--- src/rtl/bin_to_bcd_pkg.sv ---
// Shared types and constants for the sequential binary-to-BCD converter.
package bin_to_bcd_pkg;
  localparam int         DIGIT_W     = 4;
  localparam logic [3:0] ADD3_THRESH = 4'd5;

  typedef enum logic [1:0] {
    IDLE  = 2'd0,
    SHIFT = 2'd1,
    DONE  = 2'd2
  } state_t;
endpackage

--- src/rtl/bcd_digit_adj.sv ---
// Double-dabble digit correction: add 3 to a BCD digit that is 5 or more.
// Purely combinational, no handshake.
module bcd_digit_adj
  import bin_to_bcd_pkg::*;
(
  input  logic [DIGIT_W-1:0] din,
  output logic [DIGIT_W-1:0] dout
);
  assign dout = (din >= ADD3_THRESH) ? din + 4'd3 : din;
endmodule

--- src/rtl/bin_to_bcd_seq.sv ---
// Iterative double-dabble binary-to-BCD converter, one input bit per clock; leading-zero blanking under BIN_TO_BCD_BLANK_EN.
// Latency: done in the cycle BIN_W edges after the accepting edge; start is ignored (not queued) while busy.
module bin_to_bcd_seq
  import bin_to_bcd_pkg::*;
#(
  parameter int BIN_W  = 32,
  parameter int DIGITS = 10
) (
  input  logic                      clk,
  input  logic                      reset,
  input  logic                      start,
  input  logic [BIN_W-1:0]          bin_in,
  output logic                      ready,
  output logic                      busy,
  output logic                      done,
  output logic [DIGIT_W*DIGITS-1:0] bcd_out,
  output logic                      overflow,
  output logic [DIGITS-1:0]         blank
);
  localparam int               BCD_W    = DIGIT_W * DIGITS;
  localparam int               CNT_W    = $clog2(BIN_W + 1);
  localparam logic [CNT_W-1:0] CNT_LOAD = CNT_W'(BIN_W);

  state_t             state, state_nxt;
  logic [BIN_W-1:0]   bin_sr;
  logic [BCD_W-1:0]   bcd_w, bcd_adj, bcd_shf;
  logic [CNT_W-1:0]   cnt;
  logic               ovf_w, ovf_shf;
  logic               accept, last_shift;

  for (genvar k = 0; k < DIGITS; k++) begin : g_adj
    bcd_digit_adj u_adj (
      .din  (bcd_w[k*DIGIT_W +: DIGIT_W]),
      .dout (bcd_adj[k*DIGIT_W +: DIGIT_W])
    );
  end

  // The bit pushed out of the top digit is the part of the value >= 10^DIGITS.
  assign bcd_shf    = {bcd_adj[BCD_W-2:0], bin_sr[BIN_W-1]};
  assign ovf_shf    = ovf_w | bcd_adj[BCD_W-1];
  assign accept     = start & ((state == IDLE) | (state == DONE));
  assign last_shift = (state == SHIFT) && (cnt == CNT_W'(1));

  always_ff @(posedge clk) begin
    if (reset) state <= IDLE;
    else       state <= state_nxt;
  end

  always_comb begin
    state_nxt = state;
    case (state)
      IDLE:    if (start) state_nxt = SHIFT;
      SHIFT:   if (cnt == CNT_W'(1)) state_nxt = DONE;
      DONE:    state_nxt = start ? SHIFT : IDLE;
      default: state_nxt = IDLE;
    endcase
  end

  always_comb begin
    ready = (state == IDLE) || (state == DONE);
    busy  = (state == SHIFT);
    done  = (state == DONE);
  end

  always_ff @(posedge clk) begin
    if (reset) begin
      bin_sr   <= '0;
      bcd_w    <= '0;
      ovf_w    <= 1'b0;
      cnt      <= '0;
      bcd_out  <= '0;
      overflow <= 1'b0;
    end else begin
      if (accept) begin
        bin_sr <= bin_in;
        bcd_w  <= '0;
        ovf_w  <= 1'b0;
        cnt    <= CNT_LOAD;
      end else if (state == SHIFT) begin
        bin_sr <= {bin_sr[BIN_W-2:0], 1'b0};
        bcd_w  <= bcd_shf;
        ovf_w  <= ovf_shf;
        cnt    <= cnt - CNT_W'(1);
      end
      if (last_shift) begin
        bcd_out  <= bcd_shf;
        overflow <= ovf_shf;
      end
    end
  end

`ifdef BIN_TO_BCD_BLANK_EN
  logic [DIGITS-1:0] blank_nxt;
  logic              hi_zero;

  // Units digit is never blanked so zero still shows a single "0".
  always_comb begin
    blank_nxt = '0;
    hi_zero   = 1'b1;
    for (int k = DIGITS - 1; k >= 1; k--) begin
      hi_zero      = hi_zero & (bcd_shf[k*DIGIT_W +: DIGIT_W] == 4'd0);
      blank_nxt[k] = hi_zero;
    end
    if (ovf_shf) blank_nxt = '0;
  end

  always_ff @(posedge clk) begin
    if (reset)           blank <= '0;
    else if (last_shift) blank <= blank_nxt;
  end
`else
  assign blank = '0;
`endif
endmodule

--- config.mk ---
export PLATFORM = sky130hd
export DESIGN_NAME = bin_to_bcd_seq
export DESIGN_NICKNAME = d
export VERILOG_FILES = /design/src/rtl/bin_to_bcd_pkg.sv /design/src/rtl/bcd_digit_adj.sv /design/src/rtl/bin_to_bcd_seq.sv
export SDC_FILE = /design/constraint.sdc
export NUM_CORES = 1
export LEC_CHECK = 0
export BUFFER_PORTS_ARGS = -buffer_cell sky130_fd_sc_hd__clkbuf_2
export CAP_MARGIN = 30
export CORE_MARGIN = 2
export CORE_UTILIZATION = 55
export DETAILED_ROUTE_END_ITERATION = 10
export HOLD_SLACK_MARGIN = 0.03
export PLACE_DENSITY = 0.86
export SETUP_SLACK_MARGIN = 0.2
export SYNTH_ARGS = -nofsm -noshare
export SYNTH_HDL_FRONTEND = slang
export SYNTH_SLANG_ARGS = --single-unit
--- constraint.sdc ---
create_clock -name clk -period 1.59 [get_ports clk]
set_input_delay 0.3975 -clock clk [delete_from_list [all_inputs] [get_ports clk]]
set_output_delay 0.3975 -clock clk [all_outputs]
set_load 0.1 [all_outputs]
==> impl_metrics.py, run 1 <==
metrics = {
    "layout": {
        "synthToLayoutAreaGrowth_pct": 71.3,
        "fillerInstances": 176,
        "finish.instance_area_sq_um": 9370,
        "layout.nets": 829,
        "drive_gt1_share_pct": 59.3,
    },
    "synthesis": {
        "synth-edff-count": 0,
        "synth_area_leaders": "dfxtp_1 45%, o22ai_1 7.0%, nor2_1 5.1%",
        "ys_seq_area_share_pct": 44.6,
        "yosysUniqueCellTypes": 35,
        "synthArstFlopShare_pct": 0,
        "ys.flop_type": "dfxtp_1",
        "synth_cells": 612,
        "ys_seq_elements": 122,
        "synth_top_area_share_pct": 44.6,
        "synthTopCellsByCount": "122 x dfxtp_1, 75 x nor2_1, 61 x o22ai_1",
        "synth.most_common_cell": "dfxtp_1",
        "syn_area_sq_um": 5470,
        "avgSynthCellArea_sq_um": 8.94,
        "yosys_warnings": 0,
        "yosys.area.top_type": "dfxtp_1",
    },
    "timing": {
        "fin_crit_sh_pct": 135,
        "finalHoldViolations": 0,
        "clock_skew_ns": 0.0164,
        "relSlewSlack_pct": 60.2,
        "setup_violations": 105,
        "tightest_slew_ns": 0.598,
        "finalWorstSetupSlack_ns": -0.560,
        "slew_violations": 0,
        "period_needed_ns": 2.15,
        "rsz0062_at_grt": "true",
        "fmax_mhz": 465,
    },
    "worst_hold_path": {
        "hold_class": "in -> reg",
    },
    "route": {
        "drt_wl_total_mm": 31.5,
        "drtPass1Iterations": 8,
        "antenna_left": 0,
        "drtIter0Drc": 1360,
        "viasPerCell": 7.57,
        "vias": 6939,
        "wl_per_cell_microns": 34.4,
        "drc": 0,
    },
    "placed_design": {
        "placed_area_sq_um": 6210,
        "dpl.hpwl_mm": 8.79,
        "place_ws_ns": 0.0444,
        "io_buffers": 78,
        "gp_congestion": 0.807,
    },
    "critical_path": {
        "slowest_stage": "a21oi_1",
        "cp_max_fo": 4,
        "setup.worst_path.class": "reg -> reg",
        "critPathRequiredTime_ns": 2.00,
        "cp.arrival_ns": 2.56,
        "crit_path_start_kind": "flip-flop",
        "path_cells": "nand2b_4 -> inv_4 -> buf_12 -> buf_4 -> buf_12 -> buf_4 -> nand4_1 -> xor2_2 -> a21oi_1",
        "max_stage_delay_ns": 0.49,
        "end_kind": "flip-flop",
    },
    "grt": {
        "grt_max_degree": 43,
        "antenna_found_initial": 1,
        "grt_pass1_vias": 6106,
        "grt_usage_pct": 42.3,
        "grt_pass1_wl_mm": 35.1,
        "overflow": 0,
    },
    "clock_network": {
        "cts.path.max_buffers": 2,
        "cts_tree": "yes",
        "clockRootBuffer": "clkbuf_8",
        "htreeDepth": 4,
        "clk_pin_slew_worst_paths_ns": 0.07,
        "clock-sinks": 122,
        "clkLatencyLatePin_ns": 0.57,
        "cts_buffers": 17,
    },
    "pwr": {
        "power-per-cell-area_nw_per_um2": 1070,
        "ir_worst_vdd_uv": 1210,
        "total_leakage_power_nw": 3.53,
        "power.total_mw": 10.0,
    },
    "floorplan": {
        "die_area_sq_um": 10800,
        "initial_core_util_pct": 56.2,
        "die_w_microns": 104,
        "ios": 89,
        "die_h_microns": 104,
        "core_region_area_sq_um": 9730,
        "row_count": 36,
    },
    "outcome": {
        "violations": "negative setup slack",
        "status": "finished, violations left",
    },
    "job": {
        "cap_violations": 0,
    },
}
==> path summary, 6_finish.rpt <==
path	slack, ns	startpoint	cells after the start	to
worst max-delay path	-0.56	state[1]$_SDFFE_PP0P_	9	cnt[5]$_SDFFE_PP0P_
worst min-delay path	0.13	bin_in[15]	3	bin_sr[15]$_SDFFE_PP0P_
worst max register to register	-0.56	state[1]$_SDFFE_PP0P_	9	cnt[5]$_SDFFE_PP0P_
worst min register to register	0.52	bin_sr[15]$_SDFFE_PP0P_	2	bin_sr[15]$_SDFFE_PP0P_
==> placed cells by master, fill, tap and decap left out, drive strengths merged, types with 2 or more instances in the layout <==
cell type and count:
a211oi 39, a21oi 34, a311oi 12, buf 143, bufbuf 2, bufinv 5, clkbuf 56, clkinv 3
clkinvlp 4, conb 10, dfxtp 122, ha 22, inv 25, mux2 10, mux2i 2, nand2 47
nand2b 37, nor2 75, nor3 22, nor3b 20, o21ai 10, o22ai 61, xnor2 12, xor2 2
==> repair_timing <==
item                                    4_1_cts  5_1_grt
hold buffers                                  0        0
pin swaps                                    29       28
hold endpoints to repair                      0        0
setup buffers                                40       34
endpoints found under the setup margin      150      159
resized for setup                           288      142
cloned                                       11        3
==> worst max-delay path, delay by kind of cell (launching register included) <==
kind	cells	cell delay, ns
and+or+nand+nor	2	0.35
buffers and inverters	5	0.55
DFF	1	0.34
AOI/OAI and AO/OA	1	0.49
xor gates and xnor gates	1	0.23
==> layer usage <==
layer	share of wire, %	GRT usage, %
met5	0	0
met2	42	67.4
met4	12	29.9
met1	31	48.5
met3	15	12.8
==> registers in the layout, indices dropped and copies added (netlist names) <==
register	count
bcd_out	40
bcd_w	40
bin_sr	32
cnt	6
overflow	1
ovf_w	1
state	2
==> per-stage QoR <==
stage,util (%),setup TNS (ns),hold WS [ns],instances
2_1_floorplan,-,-0.489,0.445,621
3_3_place_gp,63.8,0,0.461,798
3_5_place_dp,63.8,0,0.473,798
4_1_cts,87.0,-0.425,0.136,879
5_1_grt,96.3,-18.05,0.144,916
6_report,96.3,-19.81,0.130,917
==> report_power, final <==
part,internal (mW),switching (mW)
Clock,2.78,1.72
Combinational,0.801,1.28
Sequential,3.21,0.232
==> logic make-up (layout without fill, tap and decap cells) <==
| family | Yosys count | after routing | synth area share (%) |
|---|---|---|---|
| AO/OA/AOI/OAI | 157 | 157 | 20.3 |
| XOR/XNOR | 14 | 14 | 2.24 |
| adder cells (fa/ha/maj) | 22 | 22 | 5.03 |
| buffers and inverters | 79 | 238 | 7.25 |
| flip-flops | 122 | 122 | 44.6 |
| multiplexers | 12 | 12 | 2.42 |
| other | 1 | 11 | 0.0686 |
| AND/OR/NAND/NOR | 205 | 208 | 18.1 |
==> cell type report <==
cell class	count	area [sq um]	area share, %
Timing Repair Buffer	182	2250	24.1
Inverter	26	116	1.24
Clock inverter	11	195	2.08
Clock buffer	19	442	4.71
Sequential cell	122	2570	27.4
Antenna cell	1	2.50	0.0267
Tap cell	133	166	1.78
Multi-Input combinational cell	423	3630	38.7
No activity file was read; power rests on OpenSTA's default activity.
==> run 2: changes to the inputs <==
--- a/config.mk
+++ b/config.mk
@@ -9,6 +9,7 @@
 export CAP_MARGIN = 30
 export CORE_MARGIN = 2
 export CORE_UTILIZATION = 55
+export CTS_BUF_LIST = sky130_fd_sc_hd__clkbuf_2
 export DETAILED_ROUTE_END_ITERATION = 10
 export HOLD_SLACK_MARGIN = 0.03
 export PLACE_DENSITY = 0.86
==> impl_metrics.py, run 2 <==
metrics = {
    "placed_design": {
        "io_buffers": 78,
        "gp_congestion": 0.807,
        "dpl.hpwl_mm": 8.79,
        "place_ws_ns": 0.0444,
        "placed_cells": 798,
    },
    "synthesis": {
        "syn_area_sq_um": 5470,
        "avgSynthCellArea_sq_um": 8.94,
        "synth_cells": 612,
        "synthArstFlopShare_pct": 0,
        "synthTopCellsByCount": "122 x dfxtp_1, 75 x nor2_1, 61 x o22ai_1",
        "yosys_warnings": 0,
        "synth_area_leaders": "dfxtp_1 45%, o22ai_1 7.0%, nor2_1 5.1%",
        "ys_seq_area_share_pct": 44.6,
        "yosysUniqueCellTypes": 35,
        "ys.flop_type": "dfxtp_1",
        "ys_seq_elements": 122,
        "synth_top_area_share_pct": 44.6,
        "synth.most_common_cell": "dfxtp_1",
        "synth-edff-count": 0,
        "yosys.area.top_type": "dfxtp_1",
    },
    "floorplan": {
        "initial_core_util_pct": 56.2,
        "row_count": 36,
        "die_h_microns": 104,
        "ios": 89,
        "die_w_microns": 104,
    },
    "timing": {
        "postGrtWorstEndpoint": "busy",
        "worst-ep-kind": "primary output",
    },
    "outcome": {
        "first-error": "[ERROR DPL-0038] Utilization greater than 100%, impossible to legalize",
        "haltStage": "5_1_grt",
        "status": "aborted with a tool error",
    },
    "clock_network": {
        "htreeDepth": 4,
        "clock-sinks": 122,
        "cts.path.max_buffers": 2,
        "clockRootBuffer": "clkbuf_2",
        "cts_buffers": 17,
    },
    "grt": {
        "grt_max_degree": 47,
    },
}
==> run 2: cells by family after synthesis <==
family	count (synthesis)	share of synthesized area (%)
flip-flops	122	44.6
multiplexers	12	2.42
AND/OR/NAND/NOR	205	18.1
XOR/XNOR	14	2.24
other	1	0.0686
buffers and inverters	79	7.25
AO/OA/AOI/OAI	157	20.3
adder cells (fa/ha/maj)	22	5.03
==> run 2: timing repair <==
item | 4_1_cts
setup buffers | 50
hold endpoints to repair | 31
resized for setup | 341
hold buffers | 31
gates cloned | 12
setup endpoints to repair | 144
pin swaps | 43
==> run 2: metrics by stage <==
| step | hold slack [ns] | area (sq um) | utilization (%) |
|---|---|---|---|
| after CTS | 0.0328 | 8700 | 89.4 |
| after detailed placement | 0.473 | 6210 | 63.8 |
| after global placement | 0.461 | 6210 | 63.8 |
| after floorplan | 0.445 | 5620 | - |
==> run 3: changes to the inputs <==
--- a/config.mk
+++ b/config.mk
@@ -8,12 +8,9 @@
 export BUFFER_PORTS_ARGS = -buffer_cell sky130_fd_sc_hd__clkbuf_2
 export CAP_MARGIN = 30
 export CORE_MARGIN = 2
-export CORE_UTILIZATION = 55
-export CTS_BUF_LIST = sky130_fd_sc_hd__clkbuf_2
+export CORE_UTILIZATION = 40
 export DETAILED_ROUTE_END_ITERATION = 10
-export HOLD_SLACK_MARGIN = 0.03
-export PLACE_DENSITY = 0.86
-export SETUP_SLACK_MARGIN = 0.2
+export PLACE_DENSITY_LB_ADDON = 0.15
 export SYNTH_ARGS = -nofsm -noshare
 export SYNTH_HDL_FRONTEND = slang
 export SYNTH_SLANG_ARGS = --single-unit
==> impl_metrics.py, run 3 (synthesis gave the netlist of run 1 again) <==
metrics = {
    "outcome": {
        "status": "finished, violations left",
        "violations": "negative setup slack",
    },
    "route": {
        "wl_per_cell_microns": 15.0,
        "drt_wl_total_mm": 13.4,
        "drtIter0Drc": 145,
        "drtPass1Iterations": 4,
        "antenna_left": 0,
        "viasPerCell": 5.16,
        "vias": 4594,
        "drc": 0,
    },
    "floorplan": {
        "die_area_sq_um": 14600,
        "die_w_microns": 121,
        "core_region_area_sq_um": 13300,
        "initial_core_util_pct": 41.1,
        "row_count": 42,
        "die_h_microns": 121,
        "ios": 89,
    },
    "placed_design": {
        "placed_cells": 851,
        "placed_area_sq_um": 6270,
        "io_buffers": 78,
        "place_ws_ns": -0.0203,
        "dpl.hpwl_mm": 8.75,
        "gp_congestion": 0.759,
    },
    "clock_network": {
        "ctsHoldBuffers": 0,
        "cts_buffers": 17,
        "cts_tree": "yes",
        "clockRootBuffer": "clkbuf_16",
        "cts.path.max_buffers": 2,
        "clock-sinks": 122,
        "htreeDepth": 4,
        "clk_pin_slew_worst_paths_ns": 0.05,
        "clkLatencyLatePin_ns": 0.41,
    },
    "critical_path": {
        "critPathRequiredTime_ns": 1.19,
        "path_cells": "nand2b_4 -> inv_4 -> buf_8 -> buf_12",
        "rr_startpoint": "bcd_w[25]$_SDFFE_PP0P_",
        "reg2reg_slack_ns": 0.05,
        "setup.worst_path.class": "reg -> out",
        "crit_path_start_kind": "flip-flop",
        "slowest_stage": "dfxtp_2",
        "cp.arrival_ns": 1.22,
        "cp_max_fo": 4,
        "end_kind": "output pin",
        "max_stage_delay_ns": 0.32,
        "crit_start": "state[1]$_SDFFE_PP0P_",
    },
    "timing": {
        "rsz0062_at_grt": "true",
        "final.setup.tns_ns": -0.0302,
        "finalHoldViolations": 0,
        "clock_skew_ns": 0.00662,
        "setup_violations": 2,
        "fin_crit_sh_pct": 102,
        "slew_violations": 0,
        "finalWorstSetupSlack_ns": -0.0270,
        "period_needed_ns": 1.62,
        "fmax_mhz": 618,
    },
    "layout": {
        "insertedDiodeCount": 0,
        "multi_input_area_sq_um": 2820,
        "drive_gt1_share_pct": 30.0,
        "final_common_cell": "dfxtp_1",
        "layout.area.seq_sq_um": 2460,
        "final_cell_mix": "111 x dfxtp_1, 75 x nor2_1, 68 x buf_4",
        "layout.nets": 761,
        "stdcell_count": 890,
        "fillerInstances": 1250,
        "synthToLayoutAreaGrowth_pct": 29.3,
        "finish.instance_area_sq_um": 7070,
        "top_regs": "bcd_out: 40 flops, bcd_w: 40 flops, bin_sr: 32 flops",
    },
    "grt": {
        "antenna_found_initial": 0,
        "grt_max_degree": 56,
        "overflow": 0,
        "grt_pass1_vias": 4480,
        "grt_usage_pct": 18.7,
        "grt_pass1_wl_mm": 21.8,
    },
    "pwr": {
        "power.total_mw": 8.11,
        "ir_worst_vdd_uv": 626,
        "total_leakage_power_nw": 2.72,
        "power-per-cell-area_nw_per_um2": 1150,
    },
    "job": {
        "cap_violations": 0,
    },
    "worst_hold_path": {
        "hold_class": "in -> reg",
        "worstHoldStart": "bin_in[1]",
    },
}
==> run 3: worst max-delay path, delay by kind of cell, from the launching register on <==
| kind | cells | cell delay [ns] |
|---|---|---|
| buf+inv | 3 | 0.33 |
| flops | 1 | 0.32 |
| simple gates | 1 | 0.15 |
==> run 3: path summary, 6_finish.rpt <==
path,to,cells after the start
worst max-delay path,busy,4
worst min-delay path,bin_sr[1]$_SDFFE_PP0P_,3
worst max register to register,bcd_out[26]$_SDFFE_PP0P_,6
worst min register to register,bin_sr[4]$_SDFFE_PP0P_,2
==> run 3: through the flow <==
step,hold slack [ns],utilization (%)
floorplan,0.445,-
finish,0.260,53.2
detailed placement,0.475,47.2
global placement,0.465,47.2
CTS,0.250,51.8
global route,0.278,53.2
==> run 3: area by class of cell <==
class	instances	area share, %
Multi-Input combinational cell	421	39.8
Sequential cell	122	34.8
Timing Repair Buffer	116	13.3
Clock buffer	27	7.40
Tap cell	176	3.11
Inverter	26	1.47
Clock inverter	2	0.142
==> run 3: power by group <==
part / switching [mW] / total (mW) / internal (mW)
clock network: 1.26 / 3.47 / 2.21
registers: 0.118 / 3.35 / 3.23
logic: 0.802 / 1.29 / 0.490
total: 2.18 / 8.11 / 5.93
==> run 3: metal layers <==
layer / track usage, % / vias to the layer above / routed length, microns
met3: 5.08 / 16 / 721
met5: 0 / - / 0
met2: 29.7 / 109 / 6250
met4: 7.78 / 0 / 196
met1: 24.0 / 2142 / 6200
li1: - / 2327 / -
==> run 3: repair_timing <==
item                       4_1_cts  5_1_grt
pin swaps                        0        9
setup endpoints to repair        8       47
resized for setup               13       40
hold endpoints to repair         0        0
gates cloned                     0        2
setup buffers                    4        4
==> run 4: changes to the inputs <==
--- a/config.mk
+++ b/config.mk
@@ -11,6 +11,7 @@
 export CORE_UTILIZATION = 40
 export DETAILED_ROUTE_END_ITERATION = 10
 export PLACE_DENSITY_LB_ADDON = 0.15
+export SKIP_CTS_REPAIR_TIMING = 1
 export SYNTH_ARGS = -nofsm -noshare
 export SYNTH_HDL_FRONTEND = slang
 export SYNTH_SLANG_ARGS = --single-unit
==> impl_metrics.py, run 4 (synthesis gave the netlist of run 1 again) <==
metrics = {
    "placed_design": {
        "gp_congestion": 0.759,
        "placed_area_sq_um": 6270,
        "dpl.hpwl_mm": 8.75,
        "io_buffers": 78,
    },
    "clock_network": {
        "cts_buffers": 17,
        "cts_tree": "yes",
        "clock-sinks": 122,
        "clkLatencyLatePin_ns": 0.41,
        "clockRootBuffer": "clkbuf_16",
        "cts.path.max_buffers": 2,
        "clk_pin_slew_worst_paths_ns": 0.06,
        "htreeDepth": 4,
    },
    "grt": {
        "antenna_found_initial": 0,
        "overflow": 0,
        "grt_pass1_wl_mm": 21.5,
        "grt_pass1_vias": 4437,
        "grt_usage_pct": 18.5,
        "grt_max_degree": 56,
    },
    "timing": {
        "setup_violations": 2,
        "fin_crit_sh_pct": 104,
        "clock_skew_ns": 0.0107,
        "fin_hold_ws_ns": 0.261,
        "finalWorstSetupSlack_ns": -0.0587,
        "fmax_mhz": 607,
        "rsz0062_at_grt": "true",
        "finalHoldViolations": 0,
        "slew_violations": 0,
        "period_needed_ns": 1.65,
    },
    "pwr": {
        "power-per-cell-area_nw_per_um2": 1150,
        "total_leakage_power_nw": 2.72,
        "ir_worst_vdd_uv": 630,
    },
    "critical_path": {
        "crit_start": "state[1]$_SDFFE_PP0P_",
        "setup.worst_path.class": "reg -> out",
        "crit_top_cell": "buf_12",
        "r2r_end": "bcd_out[26]$_SDFFE_PP0P_",
        "rr_startpoint": "bcd_w[25]$_SDFFE_PP0P_",
        "end_kind": "output pin",
        "max_stage_delay_ns": 0.32,
        "slowest_stage": "dfxtp_2",
        "r2r_cells": 6,
        "crit_path_start_kind": "flip-flop",
        "cp_max_fo": 6,
        "cp.arrival_ns": 1.25,
        "path_cells": "nand2b_4 -> inv_4 -> buf_12 -> buf_12",
        "reg2reg_slack_ns": 0.08,
        "crit_end": "busy",
        "critPathRequiredTime_ns": 1.19,
    },
    "layout": {
        "drive_gt1_share_pct": 30.1,
        "synthToLayoutAreaGrowth_pct": 29.3,
        "top_regs": "bcd_out: 40 flops, bcd_w: 40 flops, bin_sr: 32 flops",
        "final_cell_mix": "111 x dfxtp_1, 75 x nor2_1, 70 x buf_4",
        "layout.nets": 761,
        "final_common_cell": "dfxtp_1",
        "insertedDiodeCount": 0,
        "finish.instance_area_sq_um": 7070,
    },
    "floorplan": {
        "initial_core_util_pct": 41.1,
        "core_region_area_sq_um": 13300,
        "die_w_microns": 121,
        "ios": 89,
        "die_area_sq_um": 14600,
        "row_count": 42,
        "die_h_microns": 121,
    },
    "route": {
        "drc": 0,
        "wl_per_cell_microns": 14.9,
        "route.top_layer_used": "met4",
        "drtIter0Drc": 179,
        "wl_met3_microns": 741,
        "vias": 4610,
        "wl_met1_mm": 6.27,
        "met2_length_mm": 6.03,
        "drt_wl_total_mm": 13.2,
        "antenna_left": 0,
        "viasPerCell": 5.18,
        "drtPass1Iterations": 4,
    },
    "worst_hold_path": {
        "hold_depth": 3,
        "hold_class": "in -> reg",
    },
    "outcome": {
        "violations": "negative setup slack",
        "status": "finished, violations left",
    },
    "job": {
        "cap_violations": 0,
    },
}
-- run 4: cell types whose count changed in the layout (fill, tap and decap cells not counted) --
| cell | before | now |
|---|---|---|
| clkbuf_16 | 18 | 17 |
| o22ai_1 | 60 | 57 |
| inv_2 | 4 | 2 |
| buf_4 | 68 | 70 |
| mux2_4 | 8 | 9 |
| buf_8 | 2 | 0 |
| buf_12 | 9 | 10 |
| inv_1 | 20 | 22 |
| mux2_2 | 2 | 1 |
| o22ai_2 | 1 | 4 |
-- run 4: per-stage QoR --
step	TNS [ns]	instances	setup slack [ns]	utilization, %	power (mW)
global placement	0	851	0.0392	47.2	4.58
floorplan	-0.587	621	-0.0506	-	4.29
finish	-0.0602	890	-0.0587	53.2	8.12
CTS	-0.474	880	-0.281	51.2	8.10
global route	-0.233	890	-0.0990	53.2	8.47
detailed placement	-0.0219	851	-0.0203	47.2	4.61
-- run 4: worst min-delay path by stage --
stage | start | to | slack, ns
after floorplan | bin_sr[31]$_SDFFE_PP0P_ | bcd_w[0]$_SDFFE_PP0P_ | 0.44
after global routing | bin_in[21] | bin_sr[21]$_SDFFE_PP0P_ | 0.28
after CTS | bin_in[11] | bin_sr[11]$_SDFFE_PP0P_ | 0.25
after global placement | bin_sr[30]$_SDFFE_PP0P_ | bin_sr[31]$_SDFFE_PP0P_ | 0.47
final | bin_in[1] | bin_sr[1]$_SDFFE_PP0P_ | 0.26
after detailed placement | bin_sr[31]$_SDFFE_PP0P_ | bcd_w[0]$_SDFFE_PP0P_ | 0.47
-- run 4: report_power, final --
group / switching [mW] / total (mW) / leakage [nW] / internal (mW)
logic: 0.802 / 1.30 / 1.46 / 0.496
clock network: 1.27 / 3.48 / 0.265 / 2.21
registers: 0.118 / 3.35 / 0.999 / 3.23
-- run 4: layer usage --
| metal | global-route usage, % | vias up |
|---|---|---|
| li1 | - | 2329 |
| met1 | 23.8 | 2159 |
| met2 | 29.2 | 108 |
| met3 | 5.08 | 14 |
| met4 | 7.78 | 0 |
| met5 | 0 | - |
-- run 4: final cells by class --
class | instances | area [sq um]
fillers | 1250 | 6220
multi-input cells | 421 | 2840
flip-flops and latches | 122 | 2460
repair buffers | 116 | 918
clock buffers | 27 | 523
well taps | 176 | 220
inverters | 26 | 104
clock inverters | 2 | 10.0
-- run 4: worst max-delay path, delay by kind of cell (launching register included) --
family / cells / cell delay, ns
buf+inv: 3 / 0.35
flops: 1 / 0.32
simple gates: 1 / 0.16
